--- src/rtl/joybus_pkg.sv ---
// Shared types and default timing for the joybus poll/receive stages.
package joybus_pkg;

  localparam int unsigned NBITS_DEF       = 32;
  localparam int unsigned THRESH_CYC_DEF  = 200;
  localparam int unsigned TIMEOUT_CYC_DEF = 1000;

  typedef logic [2:0] state_t;

  localparam state_t IDLE       = 3'd0;
  localparam state_t WAIT_START = 3'd1;
  localparam state_t LOW        = 3'd2;
  localparam state_t HIGH       = 3'd3;
  localparam state_t HOLD       = 3'd4;

  localparam logic [1:0] ERR_NONE   = 2'd0;
  localparam logic [1:0] ERR_NORESP = 2'd1;
  localparam logic [1:0] ERR_STUCK  = 2'd2;
  localparam logic [1:0] ERR_SHORT  = 2'd3;

endpackage

--- src/rtl/joybus_rx_if.sv ---
// Frame handshake between the joybus receiver (master) and the APB read slave (slave).
interface joybus_rx_if
  import joybus_pkg::*;
#(
  parameter int unsigned NBITS = NBITS_DEF
);
  logic [NBITS-1:0] frame_data;
  logic             frame_valid;
  logic             frame_ack;

  modport master (output frame_data, output frame_valid, input frame_ack);
  modport slave  (input frame_data, input frame_valid, output frame_ack);
endinterface

--- src/rtl/joybus_edge_sync.sv ---
// Line synchronizer with rise/fall detect; optional 3-sample glitch filter
// enabled by JOYBUS_RX_GLITCH_FILTER_EN.
module joybus_edge_sync (
  input  logic PCLK,
  input  logic PRESERN,
  input  logic line_in,
  output logic rise,
  output logic fall
);
  logic sync1_q, sync2_q, s_prev_q, s;

  always_ff @(posedge PCLK) begin
    if (!PRESERN) begin
      sync1_q  <= 1'b1;
      sync2_q  <= 1'b1;
      s_prev_q <= 1'b1;
    end else begin
      sync1_q  <= line_in;
      sync2_q  <= sync1_q;
      s_prev_q <= s;
    end
  end

`ifdef JOYBUS_RX_GLITCH_FILTER_EN
  logic d1_q, d2_q, s_hold_q;

  always_ff @(posedge PCLK) begin
    if (!PRESERN) begin
      d1_q     <= 1'b1;
      d2_q     <= 1'b1;
      s_hold_q <= 1'b1;
    end else begin
      d1_q     <= sync2_q;
      d2_q     <= d1_q;
      s_hold_q <= s;
    end
  end

  // Follow the line only once the three newest synchronized samples agree.
  always_comb begin
    s = s_hold_q;
    if ((sync2_q == d1_q) && (d1_q == d2_q)) s = sync2_q;
  end
`else
  assign s = sync2_q;
`endif

  assign rise = ~s_prev_q & s;
  assign fall = s_prev_q & ~s;

endmodule

--- src/rtl/joybus_rx.sv ---
// Decodes the controller's pulse-width-coded reply into one word held under valid/ack.
// Optional input glitch filter: define JOYBUS_RX_GLITCH_FILTER_EN.
module joybus_rx
  import joybus_pkg::*;
#(
  parameter int unsigned NBITS       = NBITS_DEF,
  parameter int unsigned THRESH_CYC  = THRESH_CYC_DEF,
  parameter int unsigned TIMEOUT_CYC = TIMEOUT_CYC_DEF
) (
  input  logic        PCLK,
  input  logic        PRESERN,
  input  logic        line_in,
  input  logic        arm,
  joybus_rx_if.master frame,
  output logic        busy,
  output logic        err_pulse,
  output logic [1:0]  err_code
);
  localparam int unsigned CntW = $clog2(TIMEOUT_CYC + 1);
  localparam int unsigned BitW = $clog2(NBITS + 1);

  logic             rise, fall, timeout;
  state_t           state_q, state_d;
  logic [CntW-1:0]  cnt_q, cnt_d;
  logic [BitW-1:0]  bitcnt_q, bitcnt_d;
  logic [NBITS-1:0] shift_q, shift_d;
  logic             frame_valid_q, frame_valid_d;
  logic             err_pulse_q, err_pulse_d;
  logic [1:0]       err_code_q, err_code_d;

  joybus_edge_sync u_edge_sync (
    .PCLK    (PCLK),
    .PRESERN (PRESERN),
    .line_in (line_in),
    .rise    (rise),
    .fall    (fall)
  );

  assign timeout = (cnt_q == CntW'(TIMEOUT_CYC));

  always_comb begin
    state_d       = state_q;
    cnt_d         = cnt_q;
    bitcnt_d      = bitcnt_q;
    shift_d       = shift_q;
    frame_valid_d = frame_valid_q;
    err_pulse_d   = 1'b0;
    err_code_d    = err_code_q;

    case (state_q)
      IDLE: begin
        if (arm) begin
          state_d    = WAIT_START;
          bitcnt_d   = '0;
          err_code_d = ERR_NONE;
        end
      end
      WAIT_START: begin
        if (fall) begin
          state_d = LOW;
        end else if (timeout) begin
          state_d     = IDLE;
          err_code_d  = ERR_NORESP;
          err_pulse_d = 1'b1;
        end
      end
      LOW: begin
        if (rise) begin
          if (bitcnt_q < BitW'(NBITS)) begin
            // cnt_q misses the cycle that sees the rise, so it is one short of the low length.
            shift_d  = {shift_q[NBITS-2:0], (cnt_q < CntW'(THRESH_CYC - 1))};
            bitcnt_d = bitcnt_q + BitW'(1);
            state_d  = HIGH;
          end else begin
            state_d = HOLD;
          end
        end else if (timeout) begin
          state_d     = IDLE;
          err_code_d  = ERR_STUCK;
          err_pulse_d = 1'b1;
        end
      end
      HIGH: begin
        if (fall) begin
          state_d = LOW;
        end else if (timeout) begin
          state_d     = IDLE;
          err_code_d  = ERR_SHORT;
          err_pulse_d = 1'b1;
        end
      end
      HOLD: begin
        if (!frame_valid_q) begin
          frame_valid_d = 1'b1;
        end else if (frame.frame_ack) begin
          frame_valid_d = 1'b0;
          if (arm) begin
            state_d    = WAIT_START;
            bitcnt_d   = '0;
            err_code_d = ERR_NONE;
          end else begin
            state_d = IDLE;
          end
        end
      end
      default: state_d = IDLE;
    endcase

    if ((state_d != state_q) || rise || fall) begin
      cnt_d = '0;
    end else if (!timeout) begin
      cnt_d = cnt_q + CntW'(1);
    end
  end

  always_ff @(posedge PCLK) begin
    if (!PRESERN) begin
      state_q       <= IDLE;
      cnt_q         <= '0;
      bitcnt_q      <= '0;
      shift_q       <= '0;
      frame_valid_q <= 1'b0;
      err_pulse_q   <= 1'b0;
      err_code_q    <= ERR_NONE;
    end else begin
      state_q       <= state_d;
      cnt_q         <= cnt_d;
      bitcnt_q      <= bitcnt_d;
      shift_q       <= shift_d;
      frame_valid_q <= frame_valid_d;
      err_pulse_q   <= err_pulse_d;
      err_code_q    <= err_code_d;
    end
  end

  assign frame.frame_data  = shift_q;
  assign frame.frame_valid = frame_valid_q;
  assign busy      = (state_q == WAIT_START) || (state_q == LOW) || (state_q == HIGH);
  assign err_pulse = err_pulse_q;
  assign err_code  = err_code_q;

endmodule

--- src/flat_wrapper.sv ---
// flat-port wrapper written by rule: the top's interface ports become plain ports
module joybus_rx_flat import joybus_pkg::*;
#(
  parameter int unsigned NBITS       = NBITS_DEF,
  parameter int unsigned THRESH_CYC  = THRESH_CYC_DEF,
  parameter int unsigned TIMEOUT_CYC = TIMEOUT_CYC_DEF
)
  (PCLK, PRESERN, line_in, arm, busy, err_pulse, err_code, frame_frame_data, frame_frame_valid, frame_frame_ack);
  joybus_rx_if #(.NBITS(NBITS)) frame_i ();
  input  logic PCLK;
  input  logic PRESERN;
  input  logic line_in;
  input  logic arm;
  output logic busy;
  output logic err_pulse;
  output logic [1:0] err_code;
  output wire logic [$bits(frame_i.frame_data)-1:0] frame_frame_data;
  output wire logic [$bits(frame_i.frame_valid)-1:0] frame_frame_valid;
  input wire logic [$bits(frame_i.frame_ack)-1:0] frame_frame_ack;
  assign frame_frame_data = frame_i.frame_data;
  assign frame_frame_valid = frame_i.frame_valid;
  assign frame_i.frame_ack = frame_frame_ack;
  joybus_rx #(.NBITS(NBITS), .THRESH_CYC(THRESH_CYC), .TIMEOUT_CYC(TIMEOUT_CYC)) u_core (.PCLK(PCLK), .PRESERN(PRESERN), .line_in(line_in), .arm(arm), .frame(frame_i), .busy(busy), .err_pulse(err_pulse), .err_code(err_code));
endmodule
--- config.mk ---
export PLATFORM = sky130hd
export DESIGN_NAME = joybus_rx_flat
export DESIGN_NICKNAME = d
export VERILOG_FILES = /design/src/rtl/joybus_pkg.sv /design/src/rtl/joybus_rx_if.sv /design/src/rtl/joybus_edge_sync.sv /design/src/rtl/joybus_rx.sv /design/src/flat_wrapper.sv
export SDC_FILE = /design/constraint.sdc
export NUM_CORES = 1
export LEC_CHECK = 0
export CORE_AREA = 2 2 108 58
export CTS_CLUSTER_SIZE = 14
export DETAILED_ROUTE_END_ITERATION = 6
export DIE_AREA = 0 0 110 60
export HOLD_SLACK_MARGIN = 0.05
export PLACE_DENSITY = 0.79
export SETUP_SLACK_MARGIN = 0.02
export SLEW_MARGIN = 20
export SYNTH_ARGS = -nofsm -noshare
export SYNTH_HDL_FRONTEND = slang
export SYNTH_SLANG_ARGS = --single-unit
--- constraint.sdc ---
create_clock -name PCLK -period 3.5 [get_ports PCLK]
set_input_delay 1.05 -clock PCLK [delete_from_list [all_inputs] [get_ports PCLK]]
set_output_delay 1.05 -clock PCLK [all_outputs]
set_load 0.05 [all_outputs]
Yosys cells after proc, flatten, opt, wreduce, memory -nomap -nowiden:

Index checks and enable logic that the tools add are counted.

* bits in registers: 58
* output and inout bits: 37
* logic and storage cells: 78

* $lt $le $gt $ge: 2
* equal/unequal tests: 16
* reductions and logical operators: 12
* muxes and demuxes: 31
* add/subtract/negate cells: 2
* bitwise logic cells: 5

Operators by type and width (number)
* 2-to-1 mux 6 bit: 5
* 2-to-1 mux 3 bit: 7
* 2-to-1 mux 2 bit: 9
* case mux 6 bit (3 select lines): 1
* != test 2 x 1 -> 1 bit, second input constant: 6
* case mux 3 bit (4 select lines): 1
* adder 10 x 1 -> 10 bit, second input constant: 1
* == test 10 bit, second input constant: 1
* less-than comparator 10 x 8 -> 1 bit, second input constant: 1
* case mux 2 bit (5 select lines): 1
* AND reduction 9 bit: 1
* != test 2 bit, second input constant: 4
* adder 6 x 1 -> 6 bit, second input constant: 1
* == test 3 x 2 -> 1 bit, second input constant: 2
* less-than comparator 6 bit, second input constant: 1
* 2-to-1 mux 1 bit: 6
* AND reduction 5 bit: 1
* nonzero test 5 bit: 1
* logical OR 1 bit: 4
* OR reduction 2 bit: 2
* == test 3 x 1 -> 1 bit, second input constant: 1
* == test 3 bit, second input constant: 1
* logical NOT 3 bit: 1
* != test 3 bit: 1
* 5 further kinds: 8

Depth between registers and ports, before layout:

Gate-level depths: netlist of the first run.

* depth in word-level cells: 8
* depth in mapped cells: 8

Modules after synthesis:

A second synthesis of the first run with hierarchy kept.

* cells, all modules: 284
* area, all modules: 2381.0 µm²

By module, submodules not included
* joybus_rx: instances 1, area an instance 2289.7 µm², cells each 276, seq. area each 1101.1 µm²
* joybus_edge_sync: instances 1, area an instance 91.3 µm², cells each 8, seq. area each 60.1 µm²

Worst setup path after synthesis of the first run:

OpenSTA, ideal clock, no wires.

* path kind: register to output
* start: register u_core.state_q[1]
* end: output busy
* setup slack: 1.090 ns
* arrival: 1.360 ns
* cell stages (with the launch flop): 4
* cell sequence: dfxtp_1 > clkbuf_1 > nor2_1 > nor2_1

* word-level cells in the longest chain between the ends: 3
* elaborated cells on any way between the ends: 5
* those cells by class: eq/ne: 3; reduce/logical: 2

RTL lines
* start: declaration: line joybus_rx.sv:23 `state_t state_q, state_d;`
* start signal: assignment: line joybus_rx.sv:126 `state_q <= state_d;`
* == test 3 x 1 -> 1 bit / == test 3 x 2 -> 1 bit (equally long branches): line joybus_rx.sv:138 `assign busy = (state_q == WAIT_START) || (state_q == LOW) || (state_q == HIGH);`
* logical OR 1 bit: line joybus_rx.sv:138
* logical OR 1 bit *: line joybus_rx.sv:138
* end: declaration: line flat_wrapper.sv:14 `output logic busy;`

Every way passes the cells marked *; elsewhere a longest branch is shown, timed or not.

Final worst setup path of the first run:

Ends and elaborated chain as after synthesis.

==> metrics.md, run 1 <==
| Metric | Value |
|---|---|
| Die X-Extent | about 110 um |
| Max-Cap Viols | 0 |
| Status | complete, no violations |
| WHS Path Cells | 1 |
| Worst r2r dst | u_core.cnt_q[8] |
| # port buffers | 41 |
| Post-layout util | 0.547 |
| TNS Setup | 0 ps |
| Register area share after synthesis | 0.474 |
| H-tree Lvls | 3 |
| # nets final | 347 |
| CP endpoint kind | primary output |
| CTS clk-pin slew, worst paths | approximately 70 ps |
| Mapped cell area | 2450 sq um |
| HPWL after DPL | approximately 3900 um |
| Final worst path period share | 0.883 |
| Wire length per cell | between 10 and 15 um |
| Predominant post-synthesis flop cell | dfxtp_1 |
| Asr flop ratio synth | 0 |
| 1st-iter DRT viols | 100 |
| CTS Buf Count | 9 |
| EDFF count, synth | 0 |
| Initial Util | 0.427 |
| Clock sinks | between 50 and 60 |
| Root Driver | clkbuf_8 |
| Vias in the first global route | 1997 |
| Maximum vdd drop | 0.194 mV |
| Worst Setup Path Type | reg -> out |
| Worst Hold Path EP | u_core.u_edge_sync.s |
| Final Critical Period | approximately 3000 ps |
| Post-Route Skew | approximately 9.4 ps |
| Final Worst Setup Slack | ~410 ps |
| CP Launch Type | flip-flop |
| Largest net degree at the start of global routing | 36 |
| R2R setup slack | 980 ps |
| Io pins | 42 |
| HP Start | u_core.u_edge_sync.sync1_q |
| Vias | 2215 |
| Design area | 3130 sq um |
| Ant. Diodes | 0 |
| WL final | around 5900 um |
| Final Max Slew Viols | 0 |
| Post-Place Cells | between 400 and 500 |
| Hold Fails Final Rpt | 0 |
| # resized after CTS | 0 |
| Pre-CTS setup slack | between 500 and 600 ps |
| WP data arrival | 2040 ps |
| FF-to-FF path depth | 4 |
| Static Leak | between 1 and 1.5 nW |
| CTS tree | done |
| Clk_lat worst skew | about 340 ps |
| Die area | between 6000 and 7000 sq um |
| Initial antenna violation count | 0 |
| Share of layout cells above drive strength 1 | 0.0814 |
| Slew headroom | 0.377 |
| Distinct cell type count after synthesis | 39 |
| Syn nets | between 300 and 400 |
| FP Rows | 20 |
| Yosys warns | 0 |
| R2r startpoint | u_core.state_q[1] |
| Worst endpoint required time | 2450 ps |
| Post-DP Area | 2930 sq um |
| Crit path launch | u_core.state_q[1] |
| CTS Hold Bufs | 0 |
| First-pass GRT wire length | around 9600 um |
| Tightest Pin Transition | 908 ps |
| PD cells | ~440 nW/um^2 |
| DRC errors left | 0 |
| DR pass1 iterations | 4 |
| #FFs+latches synth | between 50 and 60 |
| Clock Path Buffers | 2 |
| Core ar. | approximately 5700 sq um |
| RSZ-0062 raised after global routing | no |
| Vias/cell | around 5.3 |
| Area grow syn2layout | 28.0% |
| Syn Area/Cell | 8.22 sq um |
| Crit Path Max Fanout | 11 |
| FMAX | around 0.32 GHz |
| Total power | around 1.4 mW |
| Layout Cells excl Fill | 421 |
| Hold_ws | between 400 and 500 ps |
| GPL Wtd Cong | slightly below 0.9 |
| Gr ovfl total | 0 |
| GRT Total Usage | 0.195 |
| Synth Instances | about 300 |
| Hold Path Class | reg -> reg |
| Final setup viols | 0 |
| Antenna Violating Nets Remaining | 0 |
| Chip Height | 60 um |
| Post-CTS Setup Inserts | 0 |
[layout by cell type, fill, tap and decap left out, types with 6 or more instances in the layout]
| cell | instances |
|---|---|
| a21oi_1 | 42 |
| clkbuf_8 | 11 |
| clkdlybuf4s50_1 | 41 |
| dfxtp_1 | 58 |
| inv_1 | 6 |
| nand2_1 | 75 |
| nand2b_1 | 7 |
| nand3_1 | 7 |
| nor2_1 | 10 |
| nor3_1 | 11 |
[report_power, final]
group / total, mW / internal (mW) / switching [mW]
Combinational: 0.0787 / 0.0281 / 0.0507
Clock: 0.632 / 0.363 / 0.268
Sequential: 0.675 / 0.666 / 0.00880
[critical path, cell delays in order (launching register included)]
cell             delay (ps)
dfxtp_1                 520
nor2_1                  150
nor2_1                  180
clkdlybuf4s50_1         850
[how the worst max path moves through the flow]
stage          slack, ps            endpoint  cells after the start
2_1_floorplan       1090                busy                      3
3_5_place_dp         510     u_core.cnt_q[8]                      4
5_1_grt              280                busy                      3
6_report             410                busy                      3
3_3_place_gp         610  u_core.bitcnt_q[5]                      6
4_1_cts              370                busy                      3
[logic make-up (layout without fill, tap and decap cells)]
logic type,after synthesis,count (layout),share of synthesized area
compound gates,63,63,0.150
xor+xnor,9,9,0.0322
fa+ha+maj,3,3,0.0153
buf+inv,24,70,0.0404
flops,58,58,0.474
mux,5,5,0.0204
simple gates,136,136,0.268
[sequential cells by signal, summed over array words and instances, names as in the netlist]
| signal | flops |
|---|---|
| u_core.frame.frame_valid | 1 |
| u_core.u_edge_sync.s | 1 |
| u_core.u_edge_sync.s_prev_q | 1 |
| u_core.bitcnt_q | 6 |
| u_core.frame.frame_data | 32 |
| u_core.cnt_q | 10 |
| u_core.u_edge_sync.sync1_q | 1 |
| u_core.state_q | 3 |
| u_core.err_pulse | 1 |
| u_core.err_code | 2 |
[cells in the mapped netlist, drive strengths merged (3+ instances only)]
| master | count | area (sq um) |
|---|---|---|
| a21oi | 42 | 210 |
| a31oi | 4 | 25.0 |
| and4 | 3 | 26.3 |
| clkbuf | 16 | 61.3 |
| dfxtp | 58 | 1160 |
| ha | 3 | 37.5 |
| inv | 6 | 22.5 |
| mux2i | 5 | 50.1 |
| nand2 | 75 | 282 |
| nand2b | 7 | 43.8 |
| nand3 | 7 | 35.0 |
| nand4 | 3 | 18.8 |
| nor2 | 10 | 37.5 |
| nor2b | 3 | 18.8 |
| nor3 | 12 | 60.1 |
| o21ai | 5 | 25.0 |
| o31ai | 3 | 22.5 |
| or4 | 5 | 37.5 |
| xnor2 | 4 | 35.0 |
| xor2 | 5 | 43.8 |
[metal layers]
layer	vias up	GRT usage	wire length, um
met2	65	0.270	2430
li1	1115	-	-
met1	1027	0.259	2920
met3	8	0.0992	472
met5	-	0	0
met4	0	0.0687	66
[area by class of cell]
type	instances	area [sq um]
fillers	537	2600
well taps	77	96.3
clock inverters	5	52.6
inverters	7	26.3
multi-input cells	216	1190
flip-flops and latches	58	1160
clock buffers	11	151
repair buffers	47	453
Note: power is estimated with default switching activity, not from simulation.
==> inputs of run 2 (changes only) <==
- ABC_CLOCK_PERIOD_IN_PS: not set -> 3500
- CTS_BUF_LIST: not set -> sky130_fd_sc_hd__clkbuf_8
==> results of run 2 <==
The final DEF is identical to that of run 1; final timing and power are the same.
